<file path="config.mk">
export PLATFORM = sky130hd
export DESIGN_NAME = mem_wb_stage
export DESIGN_NICKNAME = d
export VERILOG_FILES = /design/src/rtl/mem_wb_stage.sv
export SDC_FILE = /design/constraint.sdc
export NUM_CORES = 1
export LEC_CHECK = 0
export BUFFER_PORTS_ARGS = -buffer_cell sky130_fd_sc_hd__clkbuf_2
export CORE_MARGIN = 5
export CORE_UTILIZATION = 49
export DETAILED_ROUTE_END_ITERATION = 8
export GPL_ROUTABILITY_DRIVEN = 0
export MAX_ROUTING_LAYER = met4
export PLACE_DENSITY = 0.84
export SLEW_MARGIN = 10
export SYNTH_ARGS = -nofsm -noshare
export SYNTH_HDL_FRONTEND = slang
export SYNTH_SLANG_ARGS = --single-unit
</file>
<file path="constraint.sdc">
create_clock -name clk -period 2 [get_ports clk]
set_clock_uncertainty 0.2 [all_clocks]
set_input_delay 0.2 -clock clk [delete_from_list [all_inputs] [get_ports clk]]
set_output_delay 0.2 -clock clk [all_outputs]
set_load 0.005 [all_outputs]
</file>
<file path="src/rtl/mem_wb_stage.sv">
// MEM/WB boundary: load alignment/extension, writeback select, stall/flush control
// and register-file / forwarding outputs. Optional retire counter: MEM_WB_RETIRE_CNT_EN.

module mem_wb_load_align #(
    parameter int XLEN = 32
) (
    input  logic [2:0]      load_type,
    input  logic [1:0]      off,
    input  logic [XLEN-1:0] word,
    output logic [XLEN-1:0] data,
    output logic            misaligned
);
    logic [7:0]  byte_sel;
    logic [15:0] half_sel;

    always_comb begin
        byte_sel = word[7:0];
        case (off)
            2'd1:    byte_sel = word[15:8];
            2'd2:    byte_sel = word[23:16];
            2'd3:    byte_sel = word[31:24];
            default: byte_sel = word[7:0];
        endcase
        // misaligned halfwords still use off[1]; misaligned words ignore off
        half_sel = off[1] ? word[31:16] : word[15:0];

        data       = word;
        misaligned = 1'b0;
        case (load_type)
            3'b000: data = {{(XLEN-8){byte_sel[7]}}, byte_sel};
            3'b100: data = {{(XLEN-8){1'b0}}, byte_sel};
            3'b001: begin
                data       = {{(XLEN-16){half_sel[15]}}, half_sel};
                misaligned = off[0];
            end
            3'b101: begin
                data       = {{(XLEN-16){1'b0}}, half_sel};
                misaligned = off[0];
            end
            default: misaligned = |off;
        endcase
    end
endmodule

module mem_wb_stage #(
    parameter int XLEN       = 32,
    parameter int REG_ADDR_W = 5
) (
    input  logic                  clk,
    input  logic                  rst_n,
    input  logic                  stall,
    input  logic                  flush,
    input  logic                  in_valid,
    input  logic                  RegWrite,
    input  logic                  MemtoReg,
    input  logic [2:0]            LoadType,
    input  logic [XLEN-1:0]       alu_result,
    input  logic [XLEN-1:0]       Mem_out,
    input  logic [REG_ADDR_W-1:0] rd_in,
    output logic                  wb_valid,
    output logic                  wb_we,
    output logic [REG_ADDR_W-1:0] wb_rd,
    output logic [XLEN-1:0]       wb_data,
    output logic                  fwd_en,
    output logic                  misalign_err,
    output logic [31:0]           retire_count
);
    typedef struct packed {
        logic                  valid;
        logic                  we;
        logic                  misalign;
        logic [REG_ADDR_W-1:0] rd;
        logic [XLEN-1:0]       data;
    } wb_entry_t;

    wb_entry_t       wb_q, wb_d;
    logic [XLEN-1:0] load_data;
    logic            load_misaligned;

    mem_wb_load_align #(.XLEN(XLEN)) u_align (
        .load_type  (LoadType),
        .off        (alu_result[1:0]),
        .word       (Mem_out),
        .data       (load_data),
        .misaligned (load_misaligned)
    );

    always_comb begin
        wb_d          = '0;
        wb_d.valid    = in_valid;
        wb_d.we       = in_valid & RegWrite & (rd_in != '0);
        wb_d.misalign = in_valid & MemtoReg & load_misaligned;
        wb_d.rd       = rd_in;
        wb_d.data     = MemtoReg ? load_data : alu_result;
    end

    // flush beats stall: a squashed entry must never linger in WB
    always_ff @(posedge clk or negedge rst_n) begin
        if (!rst_n)       wb_q <= '0;
        else if (flush)   wb_q <= '0;
        else if (!stall)  wb_q <= wb_d;
    end

    assign wb_valid     = wb_q.valid;
    assign wb_we        = wb_q.we;
    assign wb_rd        = wb_q.rd;
    assign wb_data      = wb_q.data;
    assign misalign_err = wb_q.misalign;
    assign fwd_en       = wb_q.we;

`ifdef MEM_WB_RETIRE_CNT_EN
    logic [31:0] retire_q;

    always_ff @(posedge clk or negedge rst_n) begin
        if (!rst_n)                          retire_q <= '0;
        else if (!flush && !stall && in_valid) retire_q <= retire_q + 32'd1;
    end

    assign retire_count = retire_q;
`else
    assign retire_count = 32'd0;
`endif
endmodule

</file>
# Yosys cells after proc, flatten, opt, wreduce, memory -nomap -nowiden
# Index checks and enable logic that the tools add are counted.
[totals] romBits=0 ff_bits=40 input_bits=79 latch_bits=0 output_inout_bits=73 mem_count=0 ramBits=0
[classes] n_shift=0 add_sub_neg=0 bitwise_logic=4 n_mul=0 div=0 n_eq_ne=7 magnitude_cmp=0 n_reduce_logical=5 mux=7
[op_table] op="case mux 32 bit (4 select lines)" count=1
[op_table] op="2-to-1 mux 40 bit" count=2
[op_table] op="2-to-1 mux 32 bit" count=1
[op_table] op="case mux 8 bit (3 select lines)" count=1
[op_table] op="2-to-1 mux 16 bit" count=1
[op_table] op="== test 3 bit, second input constant" count=2
[op_table] op="OR reduction 2 bit" count=3
[op_table] op="nonzero test 5 bit" count=1
[op_table] op="AND 1 bit" count=4
[op_table] op="== test 2 bit, second input constant" count=2
[op_table] op="== test 3 x 1 -> 1 bit, second input constant" count=1
[op_table] op="zero test 3 bit" count=1
[op_table] op="== test 2 x 1 -> 1 bit, second input constant" count=1
[op_table] op="inequality test 2 x 1 -> 1 bit, second input constant" count=1
[op_table] op="case mux 1 bit (2 select lines)" count=1

# Longest topological paths before layout
# Gate-level depths: netlist (run 1).
[depth] depth_word=6 mapped_depth=7 ltp_nobuf=4

# Cells and area by module
# A second synthesis (run 1) with hierarchy kept.
[hier_totals] cells_unflattened=317 hier_area_um2=3111.7
[modules_own_cells] mod="mem_wb_stage" area_per_inst_um2=2411.1 n_inst=1 cells_each=203 seq_area_each_um2=1001.0
[modules_own_cells] mod="mem_wb_load_align" area_per_inst_um2=700.7 n_inst=1 cells_each=114 seq_area_each_um2=0.0

# Worst setup path after synthesis (run 1)
# OpenSTA, ideal clock, no wires.
[synth_timing] kind="input-to-reg" start="input alu_result[1]" end="register wb_q, in the netlist wb_data[10]" arrival_ns=1.281 slack_ns=0.371 path_stages=5 setup_ns=0.148 path_cell_list="buf_2 > mux2i_1 > nor4_4 > a2111oi_4 > a211oi_1"
[synth_between] elab_chain_len=6 word_cells_on_any_way=9
[synth_lines] item="from (decl)" line_no="57" source="input logic [XLEN-1:0] alu_result,"
[synth_lines] item="== test 2 bit / == test 2 x 1 -> 1 bit (equally long branches)" line_no="18" source="case (off)"
[synth_lines] item="case mux 8 bit (3 select lines)" line_no="18"
[synth_lines] item="case mux 32 bit (4 select lines) (*)" line_no="29" source="case (load_type)"
[synth_lines] item="2-to-1 mux 32 bit (*)" line_no="94" source="wb_d.data = MemtoReg ? load_data : alu_result;"
[synth_lines] item="2-to-1 mux 40 bit (*)" line_no="101" source="else if (!stall) wb_q <= wb_d;"
[synth_lines] item="2-to-1 mux 40 bit (*)" line_no="100" source="else if (flush) wb_q <= '0;"
[synth_lines] item="to (signal assigned)" line_no="101"
[synth_lines] item="to (decl)" line_no="76" source="wb_entry_t wb_q, wb_d;"
# Every way passes the cells marked *; elsewhere a longest branch is shown, timed or not. The select of a mux whose other input is x is not followed.
# A chain may end at the register's enable or synchronous reset.

# Worst setup path in the final report (run 1)
[layout_timing] start="input Mem_out[23]" end="register wb_q, in the netlist wb_data[9]"
[layout_between] elab_chain_len=5
[layout_lines] item="from (decl)" line_no="58" source="input logic [XLEN-1:0] Mem_out,"
[layout_lines] item="case mux 8 bit (3 select lines)" line_no="18"
[layout_lines] item="case mux 32 bit (4 select lines)" line_no="29"
[layout_lines] item="2-to-1 mux 32 bit" line_no="94"
[layout_lines] item="2-to-1 mux 40 bit" line_no="101"
[layout_lines] item="2-to-1 mux 40 bit" line_no="100"
# Every way passes these cells. The select of a mux whose other input is x is not followed.

==> impl_results.md, run 1 <==
* CTS Buffer Depth at 2
* CP Launch Type: input port
* Slew of the pin with the lowest slew margin at 1149 ps
* Total grt overflow at 0
* CP cell instances: dlygate4sd3_1 -> clkbuf_2 -> mux2i_1 -> nor4_4 -> a2111oi_4 -> a211oi_1
* Number of library cell types mapped by synthesis at 41
* Hold Path Stages at 3
* CTS Sinks at 40
* RSZ-0062 raised after global routing: no
* H-Tree Depth at 2
* ANT cells at 0
* Core ar. at 5540 um2
* Initial Utilization at 50.88%
* Synthesized flop and latch total at 40
* Layout fillers at 467
* Average footprint of a synthesized cell at 8.949 um2
* Die footprint at 7370 um2
* Detailed Route Iter0 Violations at 236
* Largest area contributor in the netlist: dfrtp_1
* Post-DP HPWL at 6650 um
* Top-count cell post-synth: nor2_1
* Share of layout cells above drive strength 1 at 34.57%
* Setup Buffers After CTS at 0
* Final Hold Slack at 11.51 ps
* Max Cap Viol at 0
* Min cycle time layout at 1806 ps
* Worst rel slew slack at 23.24%
* Post-synth EDFFs at 0
* Clock slew at reported path FFs at 80 ps
* Row Count at 27
* Total number of vias at 2845
* Final setup fails at 0
* Chip Width at 85.85 um
* Sequential area share after synthesis at 35.51%
* Total CTS buffers at 5
* Leakage at 1.866 nW
* Overall Global Routing Usage at 24.37%
* Share of the synthesized area in the top cell type at 35.51%
* Async set-reset flop share out of synthesis at 100.0%
* Clk_lat worst skew at 290 ps
* Drt drc at 0
* Critical Path Max Stage Delay at 550 ps
* Min-delay worst type: input port to flop
* DP Area at 3343 um2
* Yosys warnings at 0
* Area grow syn2layout at 32.85%
* Area contributors post-synth: dfrtp_1, buf_4, mux2i_1
* Crit path arrival time at 1760 ps
* Leading register cell type out of synthesis: dfrtp_1
* Nets at 535
* Post-route ant nets at 0
* DRT Wirelength at 8894 um
* Max Fclk at 553.8 MHz
* CP Max Fanout at 7
* Initial antenna violation count at 0
* First-pass GRT wire length at 13950 um
* Fin. Hold Viols at 0
* Post-Syn Area at 2819 um2
* Top post-synthesis cells by count: nor2_1, dfrtp_1, buf_4
* Die height at 85.85 um
* I/O Pins at 152
* Worst vdd ir at 0.0004706 V
* CTS tree: yes
* Slowest stage cell, crit path: dlygate4sd3_1
* WL/cell at 16.81 um
* Slew Viols, Final at 0
* Largest net degree at the start of global routing at 32
* Finished Cell Area at 3745 um2
* CP Class: input port to flop
* Reg2Reg Depth at 3
* Port Buffer Count at 119
* Root buffer cell: clkbuf_8
* Detailed Routing Iterations Pass 1 at 5
* Post-layout util at 67.59%
* Fin Setup TNS at 0 ps
* Gate Count Post-Synth at 315
* Post-route clock period utilization at 90.29%
* Cell Pwr Density at 569.3 nW/um2
* Endpoint class of the critical path: flop
* Worst EP required at 1950 ps
* Vias in the first global route at 2912
* Vias per Instance at 5.378
* Status: completed
## logic make-up (layout without fill, tap and decap cells)
family,Yosys count,after routing,synth area share (%)
buffers and inverters,68,179,15.27
and+or+nand+nor,76,76,12.30
other,1,32,0.1330
AOI/OAI and AO/OA,107,107,28.05
muxes,23,23,8.744
DFF,40,40,35.51
## worst paths after layout
check                           slack, ps               startpoint                       to
min in group asynchronous             210                    rst_n  wb_data[12]$_DFFE_PN0P_
worst min-delay path                   10              Mem_out[24]  wb_data[24]$_DFFE_PN0P_
worst max-delay path                  190              Mem_out[23]   wb_data[9]$_DFFE_PN0P_
worst min register to register        330  wb_data[20]$_DFFE_PN0P_  wb_data[20]$_DFFE_PN0P_
worst max register to register        840   wb_data[2]$_DFFE_PN0P_   wb_data[2]$_DFFE_PN0P_
max in group asynchronous             890                    rst_n     wb_valid$_DFFE_PN0P_
## what timing repair did
action | in CTS | in global routing
hold buffers | 29 | 0
setup endpoints to repair | 0 | 6
hold endpoints to repair | 41 | 0
gates resized for setup | 0 | 0
## metal layers
| layer | vias to the layer above | routed length (um) | track usage [%] |
|---|---|---|---|
| met5 | - | 0 | - |
| li1 | 1354 | - | - |
| met2 | 132 | 4463 | 40.82 |
| met3 | 6 | 706 | 5.379 |
| met4 | 0 | 61 | 4.892 |
| met1 | 1353 | 3663 | 30.40 |
## sequential cells by signal, summed over array words and instances, names as in the netlist
register / cells
fwd_en: 1
misalign_err: 1
wb_data: 32
wb_rd: 5
wb_valid: 1
## where the power goes
group	leakage (nW)	internal, mW	total (mW)	switching, mW
Sequential	0.531	0.862	0.893	0.0312
Clock	0.0541	0.370	0.673	0.304
Combinational	1.28	0.265	0.565	0.300
Total	1.87	1.50	2.13	0.635
## final cells by class
class / count / area [um2] / area share (%)
multi-input cells: 238 / 1509 / 40.29
clock buffers: 5 / 68.82 / 1.838
clock inverters: 3 / 42.54 / 1.136
flip-flops and latches: 40 / 1001 / 26.73
repair buffers: 161 / 996.0 / 26.60
inverters: 10 / 37.54 / 1.002
well taps: 72 / 90.09 / 2.406
## worst max-delay path: cells and delay by family
| kind | cells | cell delay (ps) |
|---|---|---|
| compound gates | 2 | 540 |
| simple gates | 1 | 90 |
| buf+inv | 2 | 690 |
| mux | 1 | 230 |
## layout by cell type (no fill, tap or decap), types with 5 or more instances in the layout
master,netlist,final
clkbuf_2,0,119
nor2_1,44,44
dfrtp_1,40,40
conb_1,1,32
dlygate4sd3_1,0,29
mux2i_1,21,21
a21oi_1,18,18
a22oi_1,16,16
nand2_1,13,13
buf_4,36,12
inv_1,10,10
o21ai_1,10,10
o22ai_1,8,8
o21a_1,8,8
a211oi_1,8,8
a31oi_1,8,8
o21ai_0,8,8
a22o_1,6,6
or2_2,6,6
a221o_1,6,6
nor3_1,6,5
o221ai_2,5,5
clkbuf_8,0,5
## per-stage QoR
| stage | setup WS [ps] | std cells | total power [mW] |
|---|---|---|---|
| floorplan | 371.2 | 346 | 1.233 |
| global placement | 156.0 | 492 | 1.407 |
| detailed placement | 56.17 | 492 | 1.421 |
| CTS | 76.17 | 529 | 2.136 |
| global route | 82.32 | 529 | 2.238 |
| finish | 194.2 | 529 | 2.132 |
Note: power is estimated with default switching activity, not from simulation.
==> run 2, diff against run 1 <==
--- a/config.mk
+++ b/config.mk
@@ -5,13 +5,14 @@
 export SDC_FILE = /design/constraint.sdc
 export NUM_CORES = 1
 export LEC_CHECK = 0
+export ABC_AREA = 1
 export BUFFER_PORTS_ARGS = -buffer_cell sky130_fd_sc_hd__clkbuf_2
 export CORE_MARGIN = 5
 export CORE_UTILIZATION = 49
 export DETAILED_ROUTE_END_ITERATION = 8
 export GPL_ROUTABILITY_DRIVEN = 0
 export MAX_ROUTING_LAYER = met4
-export PLACE_DENSITY = 0.84
+export PLACE_DENSITY = 0.83
 export SLEW_MARGIN = 10
 export SYNTH_ARGS = -nofsm -noshare
 export SYNTH_HDL_FRONTEND = slang
==> impl_results.md, run 2 <==
* Worst vdd ir at 0.0004751 V (was 0.0004706 V)
* Worst EP required at 1990 ps (was 1950 ps)
* Gate Count Post-Synth at 442 (was 315)
* Crit path arrival time at 1770 ps (was 1760 ps)
* Final setup fails at 0 (unchanged)
* Top post-synthesis cells by count: nand2_1, nor2_1, dfrtp_1 (was nor2_1, dfrtp_1, buf_4)
* Initial Utilization at 51.07% (was 50.88%)
* Port Buffer Count at 119 (unchanged)
* Min-delay worst type: input port to flop (unchanged)
* Post-synth EDFFs at 0 (unchanged)
* Max reg flops at 32 (unchanged)
* RSZ-0062 raised after global routing: no (unchanged)
* WL/cell at 13.79 um (was 16.81 um)
* Fin worst setup slack at 213.4 ps (was 194.2 ps)
* Switch share at 30.63% (was 29.79%)
* Finished Cell Area at 3690 um2 (was 3745 um2)
* Pre-CTS WS at 218.7 ps (was 56.17 ps)
* Most frequent cells in the layout: nand2_1, clkbuf_2, nor2_1 (was clkbuf_2, nor2_1, dfrtp_1)
* Worst rel slew slack at 57.96% (was 23.24%)
* Max Cap Viol at 0 (unchanged)
* Post-layout util at 65.80% (was 67.59%)
* Core ar. at 5608 um2 (was 5540 um2)
* Async set-reset flop share out of synthesis at 100.0% (unchanged)
* CTS tree: yes (unchanged)
* Die footprint at 7474 um2 (was 7370 um2)
* Post-route ant nets at 0 (unchanged)
* CP Max Fanout at 16 (was 7)
* Layout fillers at 540 (was 467)
* Clk_lat worst skew at 300 ps (was 290 ps)
* Post-DP HPWL at 6644 um (was 6650 um)
* CTS Sinks at 40 (unchanged)
* Fin. Hold Viols at 0 (unchanged)
* DP Area at 3363 um2 (was 3343 um2)
* Number of library cell types mapped by synthesis at 29 (was 41)
* Cell Pwr Density at 569.2 nW/um2 (was 569.3 nW/um2)
* Reg-to-Reg Start: wb_data[6]$_DFFE_PN0P_ (was wb_data[2]$_DFFE_PN0P_)
* Slew Viols, Final at 0 (unchanged)
* ANT cells at 0 (unchanged)
* Post-route clock period utilization at 89.33% (was 90.29%)
* Root buffer cell: clkbuf_8 (unchanged)
* Share of the synthesized area in the top cell type at 34.95% (was 35.51%)
* Area grow syn2layout at 28.83% (was 32.85%)
* R2r setup slk at 510 ps (was 840 ps)
* Synthesized flop and latch total at 40 (unchanged)
* Average footprint of a synthesized cell at 6.480 um2 (was 8.949 um2)
* Hold Startpoint: alu_result[28] (was Mem_out[24])
* DRT Wirelength at 8906 um (was 8894 um)
* Drt drc at 0 (unchanged)
* Fin Setup TNS at 0 ps (unchanged)
* Die height at 86.45 um (was 85.85 um)
* Reg2Reg Depth at 3 (unchanged)
* Sequential area share after synthesis at 34.95% (was 35.51%)
* Row Count at 27 (unchanged)
* Hold Path Stages at 5 (was 3)
* Yosys warnings at 0 (unchanged)
* Vias in the first global route at 3000 (was 2912)
* H-Tree Depth at 2 (unchanged)
* Total CTS buffers at 5 (unchanged)
* Slew of the pin with the lowest slew margin at 629.9 ps (was 1149 ps)
* Chip Width at 86.45 um (was 85.85 um)
* Total grt overflow at 0 (unchanged)
* Largest net degree at the start of global routing at 44 (was 32)
* Share of layout cells above drive strength 1 at 27.87% (was 34.57%)
* R2R Path End: wb_data[6]$_DFFE_PN0P_ (was wb_data[2]$_DFFE_PN0P_)
* Largest area contributor in the netlist: dfrtp_1 (unchanged)
* Hold EP: wb_data[28]$_DFFE_PN0P_ (was wb_data[24]$_DFFE_PN0P_)
* Post-Syn Area at 2864 um2 (was 2819 um2)
* Vias per Instance at 4.910 (was 5.378)
* Reg power frac at 42.5% (was 41.9%)
* Leakage at 2.222 nW (was 1.866 nW)
* CP Launch Type: input port (unchanged)
* Clock slew at reported path FFs at 80 ps (about the same)
* Total number of vias at 3172 (was 2845)
* CP Class: input port to flop (unchanged)
* Area contributors post-synth: dfrtp_1, nand2_1, buf_4 (was dfrtp_1, buf_4, mux2i_1)
* Nets at 652 (was 535)
* Max Fclk at 559.7 MHz (was 553.8 MHz)
* Min cycle time layout at 1787 ps (was 1806 ps)
* Detailed Routing Iterations Pass 1 at 5 (unchanged)
* First-pass GRT wire length at 14290 um (was 13950 um)
* Status: completed (unchanged)
* Clk network pwr share at 32.8% (was 31.6%)
* I/O Pins at 152 (unchanged)
* Detailed Route Iter0 Violations at 288 (was 236)
* Most common cell after layout, fill and taps aside: nand2_1 (was clkbuf_2)
* CTS Buffer Depth at 2 (unchanged)
* Leading register cell type out of synthesis: dfrtp_1 (unchanged)
* Internal power at 1.457 mW (was 1.497 mW)
* NetSw at 0.6432 mW (was 0.6351 mW)
* Setup Buffers After CTS at 0 (unchanged)
* Initial antenna violation count at 0 (unchanged)
* Logic gate share of total power at 24.7% (was 26.5%)
* Final Hold Slack at 25.93 ps (was 11.51 ps)
* Endpoint class of the critical path: flop (unchanged)
* Top-count cell post-synth: nand2_1 (was nor2_1)
* Overall Global Routing Usage at 24.41% (was 24.37%)
## run 2: cell types whose count changed in the layout (fill, tap and decap cells not counted), sizes merged, moves of 13 or more
cell   delta
nand2   +188
mux2i    -22
a22oi    -16
nand3    +16
or2      +13
## run 2: final cells by class
class,count,area (um2),area share (%)
multi-input combinational,360,1546,41.91
sequential,40,1001,27.13
timing repair buffer,148,865.8,23.47
tap,72,90.09,2.442
inverter,18,70.07,1.899
clock buffer,5,68.82,1.865
clock inverter,3,47.55,1.289
## run 2: logic make-up after synthesis
group / Yosys count / share of synthesized area [%]
AND/OR/NAND/NOR: 284 / 41.33
buffers and inverters: 73 / 15.20
AO/OA/AOI/OAI: 44 / 8.389
flip-flops: 40 / 34.95
other: 1 / 0.1309
## run 2: worst max-delay path by stage
stage	from	endpoint	slack, ps	cells past startpoint
3_3_place_gp	alu_result[1]	wb_data[31]$_DFFE_PN0P_	280	10
3_5_place_dp	LoadType[1]	wb_data[31]$_DFFE_PN0P_	220	10
2_1_floorplan	alu_result[1]	wb_data[25]$_DFFE_PN0P_	630	10
4_1_cts	LoadType[1]	wb_data[6]$_DFFE_PN0P_	240	8
6_report	LoadType[1]	wb_data[6]$_DFFE_PN0P_	210	8
5_1_grt	LoadType[1]	wb_data[6]$_DFFE_PN0P_	90	8
## run 2: worst max-delay path: stages
cell           delay (ps)
clkbuf_2              200
inv_2                 240
nand2_2               130
nor3_1                190
nor2_1                 60
o211ai_1              100
a21oi_1                90
dlygate4sd3_1         560
## run 2: repair_timing
action	4_1_cts	5_1_grt
hold buffers	21	0
gates resized for setup	0	0
endpoints found under the hold margin	59	0
## run 2: per-stage QoR
step,total power [mW],instances
3_3_place_gp,1.377,617
4_1_cts,2.115,646
3_5_place_dp,1.386,617
6_report,2.100,646
2_1_floorplan,1.219,473
5_1_grt,2.219,646
## run 2: per-layer routing
| layer | vias to the layer above | GRT usage (%) | part of all wire [%] |
|---|---|---|---|
| met5 | - | - | 0 |
| met4 | 0 | 4.816 | 0.98 |
| met3 | 8 | 4.183 | 9.4 |
| met2 | 179 | 41.59 | 50 |
| met1 | 1428 | 30.63 | 40 |
| li1 | 1557 | - | - |
## run 2: power groups by stage
stage                     Sequential [mW]  Clock [mW]  Combinational (mW)
after floorplan                     0.908           0               0.311
after global placement              0.905           0               0.473
after detailed placement            0.906           0               0.480
after CTS                           0.892       0.708               0.515
after global routing                0.900       0.734               0.586
final                               0.892       0.689               0.519
